===== config.mk =====
export PLATFORM = sky130hd
export DESIGN_NAME = dmem_port_arbiter
export DESIGN_NICKNAME = d
export VERILOG_FILES = /design/src/rtl/dmem_port_arbiter.sv
export SDC_FILE = /design/constraint.sdc
export NUM_CORES = 1
export LEC_CHECK = 0
export ABC_CLOCK_PERIOD_IN_PS = 1600
export BUFFER_PORTS_ARGS = -buffer_cell sky130_fd_sc_hd__buf_2
export CELL_PAD_IN_SITES_DETAIL_PLACEMENT = 2
export CELL_PAD_IN_SITES_GLOBAL_PLACEMENT = 2
export CORE_ASPECT_RATIO = 2
export CORE_MARGIN = 5
export CORE_UTILIZATION = 26
export DETAILED_ROUTE_END_ITERATION = 10
export GPL_TIMING_DRIVEN = 0
export PLACE_DENSITY_LB_ADDON = 0.1
export SYNTH_ARGS = -nofsm -noshare
export SYNTH_HDL_FRONTEND = slang
export SYNTH_SLANG_ARGS = --single-unit

===== constraint.sdc =====
create_clock -name clk -period 1.6 [get_ports clk]
set_input_delay 0.16 -clock clk [delete_from_list [all_inputs] [get_ports clk]]
set_output_delay 0.16 -clock clk [all_outputs]
set_load 0.005 [all_outputs]

===== src/rtl/dmem_port_arbiter.sv =====
// dmem_port_arbiter
// Two-port round-robin arbiter in front of the 64-bit data memory. Port 0 is the
// load/store unit and port 1 is the DMA/array-init engine. Each access is one
// 8-byte doubleword. Every grant spends exactly one cycle in ACCESS. The owner
// then gets a registered one-cycle ack, with err and read data alongside it.
// Misaligned or out-of-range accesses are acked with err and never touch memory.
module dmem_port_arbiter #(
    parameter int DATA_W    = 64,
    parameter int ADDR_W    = 64,
    parameter int MEM_BYTES = 64
) (
    input  logic              clk,
    input  logic              reset,
    input  logic              req0,
    input  logic              req1,
    input  logic              we0,
    input  logic              we1,
    input  logic [ADDR_W-1:0] addr0,
    input  logic [ADDR_W-1:0] addr1,
    input  logic [DATA_W-1:0] wdata0,
    input  logic [DATA_W-1:0] wdata1,
    output logic              ack0,
    output logic              ack1,
    output logic              err0,
    output logic              err1,
    output logic [DATA_W-1:0] rdata0,
    output logic [DATA_W-1:0] rdata1,
    output logic              busy,
    output logic [ADDR_W-1:0] mem_address,
    output logic [DATA_W-1:0] mem_write_data,
    output logic              mem_memoryread,
    output logic              mem_memorywrite,
    input  logic [DATA_W-1:0] mem_read_data
);

    // Highest legal doubleword start address.
    localparam logic [ADDR_W-1:0] MAX_ADDR = ADDR_W'(MEM_BYTES - 8);

    typedef enum logic {
        ST_IDLE   = 1'b0,
        ST_ACCESS = 1'b1
    } state_t;

    // An access is rejected when it is not doubleword aligned or runs past the end of memory.
    function automatic logic access_err(input logic [ADDR_W-1:0] a);
        return (a[2:0] != 3'd0) || (a > MAX_ADDR);
    endfunction

    state_t              state_q, state_d;
    logic                last_grant_q, last_grant_d;
    logic                owner_q, owner_d;
    logic                we_q, we_d;
    logic                err_l_q, err_l_d;
    logic [ADDR_W-1:0]   addr_q, addr_d;
    logic [DATA_W-1:0]   wdata_q, wdata_d;
    logic                ack0_q, ack0_d;
    logic                ack1_q, ack1_d;
    logic                err0_q, err0_d;
    logic                err1_q, err1_d;
    logic [DATA_W-1:0]   rdata0_q, rdata0_d;
    logic [DATA_W-1:0]   rdata1_q, rdata1_d;

    logic [1:0]          eligible_s;
    logic                grant_valid_s;
    logic                grant_port_s;
    logic                sel_we_s;
    logic [ADDR_W-1:0]   sel_addr_s;
    logic [DATA_W-1:0]   sel_wdata_s;
    logic [DATA_W-1:0]   rdata_new_s;

    // Round-robin pick; a port whose ack is showing this cycle is masked so it is not re-served.
    always_comb begin
        eligible_s    = {req1 & ~ack1_q, req0 & ~ack0_q};
        grant_valid_s = 1'b0;
        grant_port_s  = 1'b0;
        case (eligible_s)
            2'b01: begin
                grant_valid_s = 1'b1;
                grant_port_s  = 1'b0;
            end
            2'b10: begin
                grant_valid_s = 1'b1;
                grant_port_s  = 1'b1;
            end
            2'b11: begin
                grant_valid_s = 1'b1;
                grant_port_s  = ~last_grant_q;
            end
            default: begin
                grant_valid_s = 1'b0;
                grant_port_s  = 1'b0;
            end
        endcase
    end

    // Steer the winning port's request fields toward the latches.
    always_comb begin
        if (grant_port_s) begin
            sel_we_s    = we1;
            sel_addr_s  = addr1;
            sel_wdata_s = wdata1;
        end else begin
            sel_we_s    = we0;
            sel_addr_s  = addr0;
            sel_wdata_s = wdata0;
        end
    end

    // FSM state register.
    always_ff @(posedge clk) begin
        if (reset) begin
            state_q <= ST_IDLE;
        end else begin
            state_q <= state_d;
        end
    end

    // FSM next state: IDLE waits for a grant; ACCESS always lasts one cycle.
    always_comb begin
        state_d = state_q;
        case (state_q)
            ST_IDLE: begin
                if (grant_valid_s) begin
                    state_d = ST_ACCESS;
                end else begin
                    state_d = ST_IDLE;
                end
            end
            ST_ACCESS: state_d = ST_IDLE;
            default:   state_d = ST_IDLE;
        endcase
    end

    // FSM outputs: the memory interface is driven only in ACCESS and is quiet in IDLE.
    always_comb begin
        busy            = 1'b0;
        mem_address     = '0;
        mem_write_data  = '0;
        mem_memoryread  = 1'b0;
        mem_memorywrite = 1'b0;
        case (state_q)
            ST_ACCESS: begin
                busy            = 1'b1;
                mem_address     = addr_q;
                mem_write_data  = wdata_q;
                mem_memoryread  = ~we_q & ~err_l_q;
                // A reset arriving during ACCESS must not let the write commit.
                mem_memorywrite = we_q & ~err_l_q & ~reset;
            end
            default: begin
                busy            = 1'b0;
                mem_address     = '0;
                mem_write_data  = '0;
                mem_memoryread  = 1'b0;
                mem_memorywrite = 1'b0;
            end
        endcase
    end

    // Read data returned for this access: zero on error, memory on read, held on write.
    always_comb begin
        if (err_l_q) begin
            rdata_new_s = '0;
        end else if (!we_q) begin
            rdata_new_s = mem_read_data;
        end else if (owner_q) begin
            rdata_new_s = rdata1_q;
        end else begin
            rdata_new_s = rdata0_q;
        end
    end

    // Next values for the latched request and the completion outputs.
    always_comb begin
        last_grant_d = last_grant_q;
        owner_d      = owner_q;
        we_d         = we_q;
        err_l_d      = err_l_q;
        addr_d       = addr_q;
        wdata_d      = wdata_q;
        ack0_d       = 1'b0;
        ack1_d       = 1'b0;
        err0_d       = 1'b0;
        err1_d       = 1'b0;
        rdata0_d     = rdata0_q;
        rdata1_d     = rdata1_q;
        case (state_q)
            ST_IDLE: begin
                if (grant_valid_s) begin
                    last_grant_d = grant_port_s;
                    owner_d      = grant_port_s;
                    we_d         = sel_we_s;
                    addr_d       = sel_addr_s;
                    wdata_d      = sel_wdata_s;
                    err_l_d      = access_err(sel_addr_s);
                end else begin
                    last_grant_d = last_grant_q;
                end
            end
            ST_ACCESS: begin
                if (owner_q) begin
                    ack1_d   = 1'b1;
                    err1_d   = err_l_q;
                    rdata1_d = rdata_new_s;
                end else begin
                    ack0_d   = 1'b1;
                    err0_d   = err_l_q;
                    rdata0_d = rdata_new_s;
                end
            end
            default: begin
                ack0_d = 1'b0;
                ack1_d = 1'b0;
            end
        endcase
    end

    // Latched request, round-robin pointer and registered port outputs.
    always_ff @(posedge clk) begin
        if (reset) begin
            last_grant_q <= 1'b1;
            owner_q      <= 1'b0;
            we_q         <= 1'b0;
            err_l_q      <= 1'b0;
            addr_q       <= '0;
            wdata_q      <= '0;
            ack0_q       <= 1'b0;
            ack1_q       <= 1'b0;
            err0_q       <= 1'b0;
            err1_q       <= 1'b0;
            rdata0_q     <= '0;
            rdata1_q     <= '0;
        end else begin
            last_grant_q <= last_grant_d;
            owner_q      <= owner_d;
            we_q         <= we_d;
            err_l_q      <= err_l_d;
            addr_q       <= addr_d;
            wdata_q      <= wdata_d;
            ack0_q       <= ack0_d;
            ack1_q       <= ack1_d;
            err0_q       <= err0_d;
            err1_q       <= err1_d;
            rdata0_q     <= rdata0_d;
            rdata1_q     <= rdata1_d;
        end
    end

    assign ack0   = ack0_q;
    assign ack1   = ack1_q;
    assign err0   = err0_q;
    assign err1   = err1_q;
    assign rdata0 = rdata0_q;
    assign rdata1 = rdata1_q;

endmodule


==> flow_summary.toml <==
[run_status]
status = "finished with violations"
violations = "negative hold slack, negative setup slack"

[pwr]
vdd_drop_max_v = 0.000628
switchingPower_mw = 6.79
total_power_mw = 20.6
internal_power_mw = 13.8
pwr-share-seq = 0.362
pwr-share-clk = 0.304
power_density_nw_per_um2 = 847
p_comb_frac = 0.334
p_sw_frac = 0.329
p_leak_nw = 9.98

[critical_path]
crit_path_end_kind = "flip-flop"
cp.arrival_ns = 2.39
path_cells = "nand2b_4, a31oi_4, buf_6, buf_6, buf_6, buf_8, buf_12, mux2i_2, a211oi_1"
max_stage_delay_ns = 0.44
critical_path.startpoint = "ack1"
cp_max_fo = 5
critPathBufInv = 5
crit_type = "flip-flop to flip-flop"
critPathRequiredTime_ns = 2.03
crit_family = "buffers and inverters"
slowest_stage = "a211oi_1"
cpMostUsedCell = "buf_6"
r2r_start = "ack1"
cp-start-kind = "flip-flop"

[finish]
seq_area_um2 = 5320
final_common_cell = "buf_2"
fillers = 5464
multi_input_area_um2 = 9260
layout.nets = 2769
syn2layout_area_growth_pct = 82.6
drive_gt1_frac = 0.494
final_cell_mix = "484 x buf_2, 262 x nand2_1, 261 x dfxtp_1"

[timing]
setup_ws_ns = -0.356
rsz0062_at_grt = "yes"
setup_viol = 262
hold_violations = 2
timing.final.crit_share = 1.22
tightestPinTransition_ns = 1.14
slew_headroom = 0.236
fmax_mhz = 511
report.final.slew_viol_count = 0
fin_crit_ns = 1.96
timing.hold.ws_ns = -0.0159
fin_setup_tns_ns = -47.92
timing.clock.skew_ns = 0.0254

[logic_synthesis]
synth_warnings = 0
yosysTopAreaCellShare = 0.398
syn_area_um2 = 13300
syn_area_per_cell_um2 = 8.47
synth_seq_area_share = 0.398
ys_ff_latch = 265
yosysTopAreaCell = "dfxtp_1"
synth_cells = 1575
synth_cell_type_count = 36
synth.area.top_cells = "dfxtp_1 40%, mux2i_1 14%, a211oi_1 7.5%, nand2_1 7.4%, and2_1 6.1%"
synth_nets = 1901

[place]
port_buffers = 587
globalplace.congestion = 0.889
post-place-ws_ns = -0.819
hpwl_mm = 62.9

[grt]
grt_remaining_overflow = 0
grt_pass1_wl_mm = 116
grt_usage = 0.276
grt_max_degree = 14
antenna_found_initial = 9
grt_pass1_vias = 17670

[routing]
via_per_inst = 5.13
wire_per_inst_um = 28.8
drt_iter0_drc = 464
drtAntennaViolNets = 0
wl_mm = 89.7
drt_pass1_iterations = 4
drc = 0
vias = 15993

[clock_tree]
path_clk_slew_ns = 0.07
cts.sinks = 265
cts_buffers = 27
cts_root_buf = "clkbuf_16"
clk_path_buf_depth = 3
worstSkewPairLatency_ns = 0.57
htree_levels = 1
cts_tree = "yes"

[die]
die_h_um = 330
pin_count = 589
rows = 117
dieWidth_um = 170
coreArea_um2 = 50900
dieArea_um2 = 56200
start_util = 0.262

[job]
cap_violations = 0

[min_path]
min_from = "wdata0[49]"
min_path_type = "input pin to flip-flop"
==> area by class of cell <==
cell class | count | share of cell area
sequential | 265 | 0.218
buffer | 142 | 0.0626
antenna | 3 | 0.000308
clock buffer | 40 | 0.0322
clock inverter | 6 | 0.00139
tap | 654 | 0.0336
timing repair buffer | 844 | 0.271
multi-input combinational | 1162 | 0.380
inverter | 1 | 0.000154
==> sequential cells by signal, indices dropped and copies added, names as in the netlist <==
| register | cells |
|---|---|
| owner_q | 1 |
| rdata0 | 64 |
| err_l_q | 1 |
| state_q | 1 |
| rdata1 | 64 |
| ack1 | 1 |
| err0 | 1 |
| last_grant_q | 1 |
| err1 | 1 |
| ack0 | 1 |
| addr_q | 64 |
| we_q | 1 |
| wdata_q | 64 |
==> power by group through the flow <==
stage	clock, mW	combinational (mW)	sequential (mW)
6_report	6.27	6.88	7.47
5_1_grt	6.67	7.22	7.51
4_1_cts	6.45	5.52	7.42
3_5_place_dp	0	4.19	7.54
3_3_place_gp	0	4.10	7.50
2_1_floorplan	0	2.27	7.44
==> through the flow <==
step / cells / hold slack (ns) / area, µm² / utilization
after floorplan: 1575 / 0.394 / 13300 / -
after global placement: 2816 / 0.458 / 17100 / 0.335
after detailed placement: 2816 / 0.465 / 17100 / 0.335
after CTS: 3029 / 0.000173 / 21500 / 0.423
after global routing: 3115 / -0.0223 / 24300 / 0.478
final: 3117 / -0.0159 / 24400 / 0.478
==> routing by layer <==
metal	GRT usage	up-vias	wire, µm
li1	-	7201	-
met1	0.259	7967	28900
met2	0.555	626	49300
met3	0.0782	189	6220
met4	0.0926	10	5220
met5	0	-	58
==> synthesized netlist by cell type (all sizes together) <==
cell and number:
nor3 2, and3 2, nor4bb 2, nand4 4, and4b 1, clkbuf 82
nand3b 1, nand2 264, nand3 3, nand2b 2, and2 129, a21o 1
nor3b 1, a22oi 1, dfxtp 265, nor2b 1, buf 65, o21bai 1
or3 2, inv 1, a211oi 193, nor2 198, o32ai 1, nor4 28
a31oi 2, mux2i 193, a21oi 130
==> timing repair <==
action / 4_1_cts / 5_1_grt
pin swaps: 75 / 111
buffers inserted: 31 / 34
gates resized for setup: 440 / 465
endpoints found under the hold margin: 98 / 31
gates cloned: 16 / 11
endpoints found under the setup margin: 393 / 389
hold buffers: 122 / 48
==> path summary, 6_finish.rpt <==
check / endpoint / slack, ns / cells after the start
setup reg to reg: wdata_q[15] / -0.36 / 9
hold reg to reg: rdata0[25] / 0.47 / 2
setup / recovery: wdata_q[15] / -0.36 / 9
hold / removal: wdata_q[49] / -0.02 / 3
==> cell families after synthesis <==
| kind of cell | after synthesis | share of synthesized area |
|---|---|---|
| AND/OR/NAND/NOR | 640 | 0.215 |
| AO/OA/AOI/OAI | 329 | 0.185 |
| multiplexers | 193 | 0.145 |
| flip-flops | 265 | 0.398 |
| buffers and inverters | 148 | 0.0581 |
==> worst reg2reg max path, stage by stage, from the launching register on <==
cell      delay (ns)
dfxtp_2         0.33
nand2b_4        0.16
a31oi_4         0.16
buf_6           0.17
buf_6           0.10
buf_6           0.08
buf_8           0.14
buf_12          0.15
mux2i_2         0.09
a211oi_1        0.44
No activity file was read; power rests on OpenSTA's default activity.
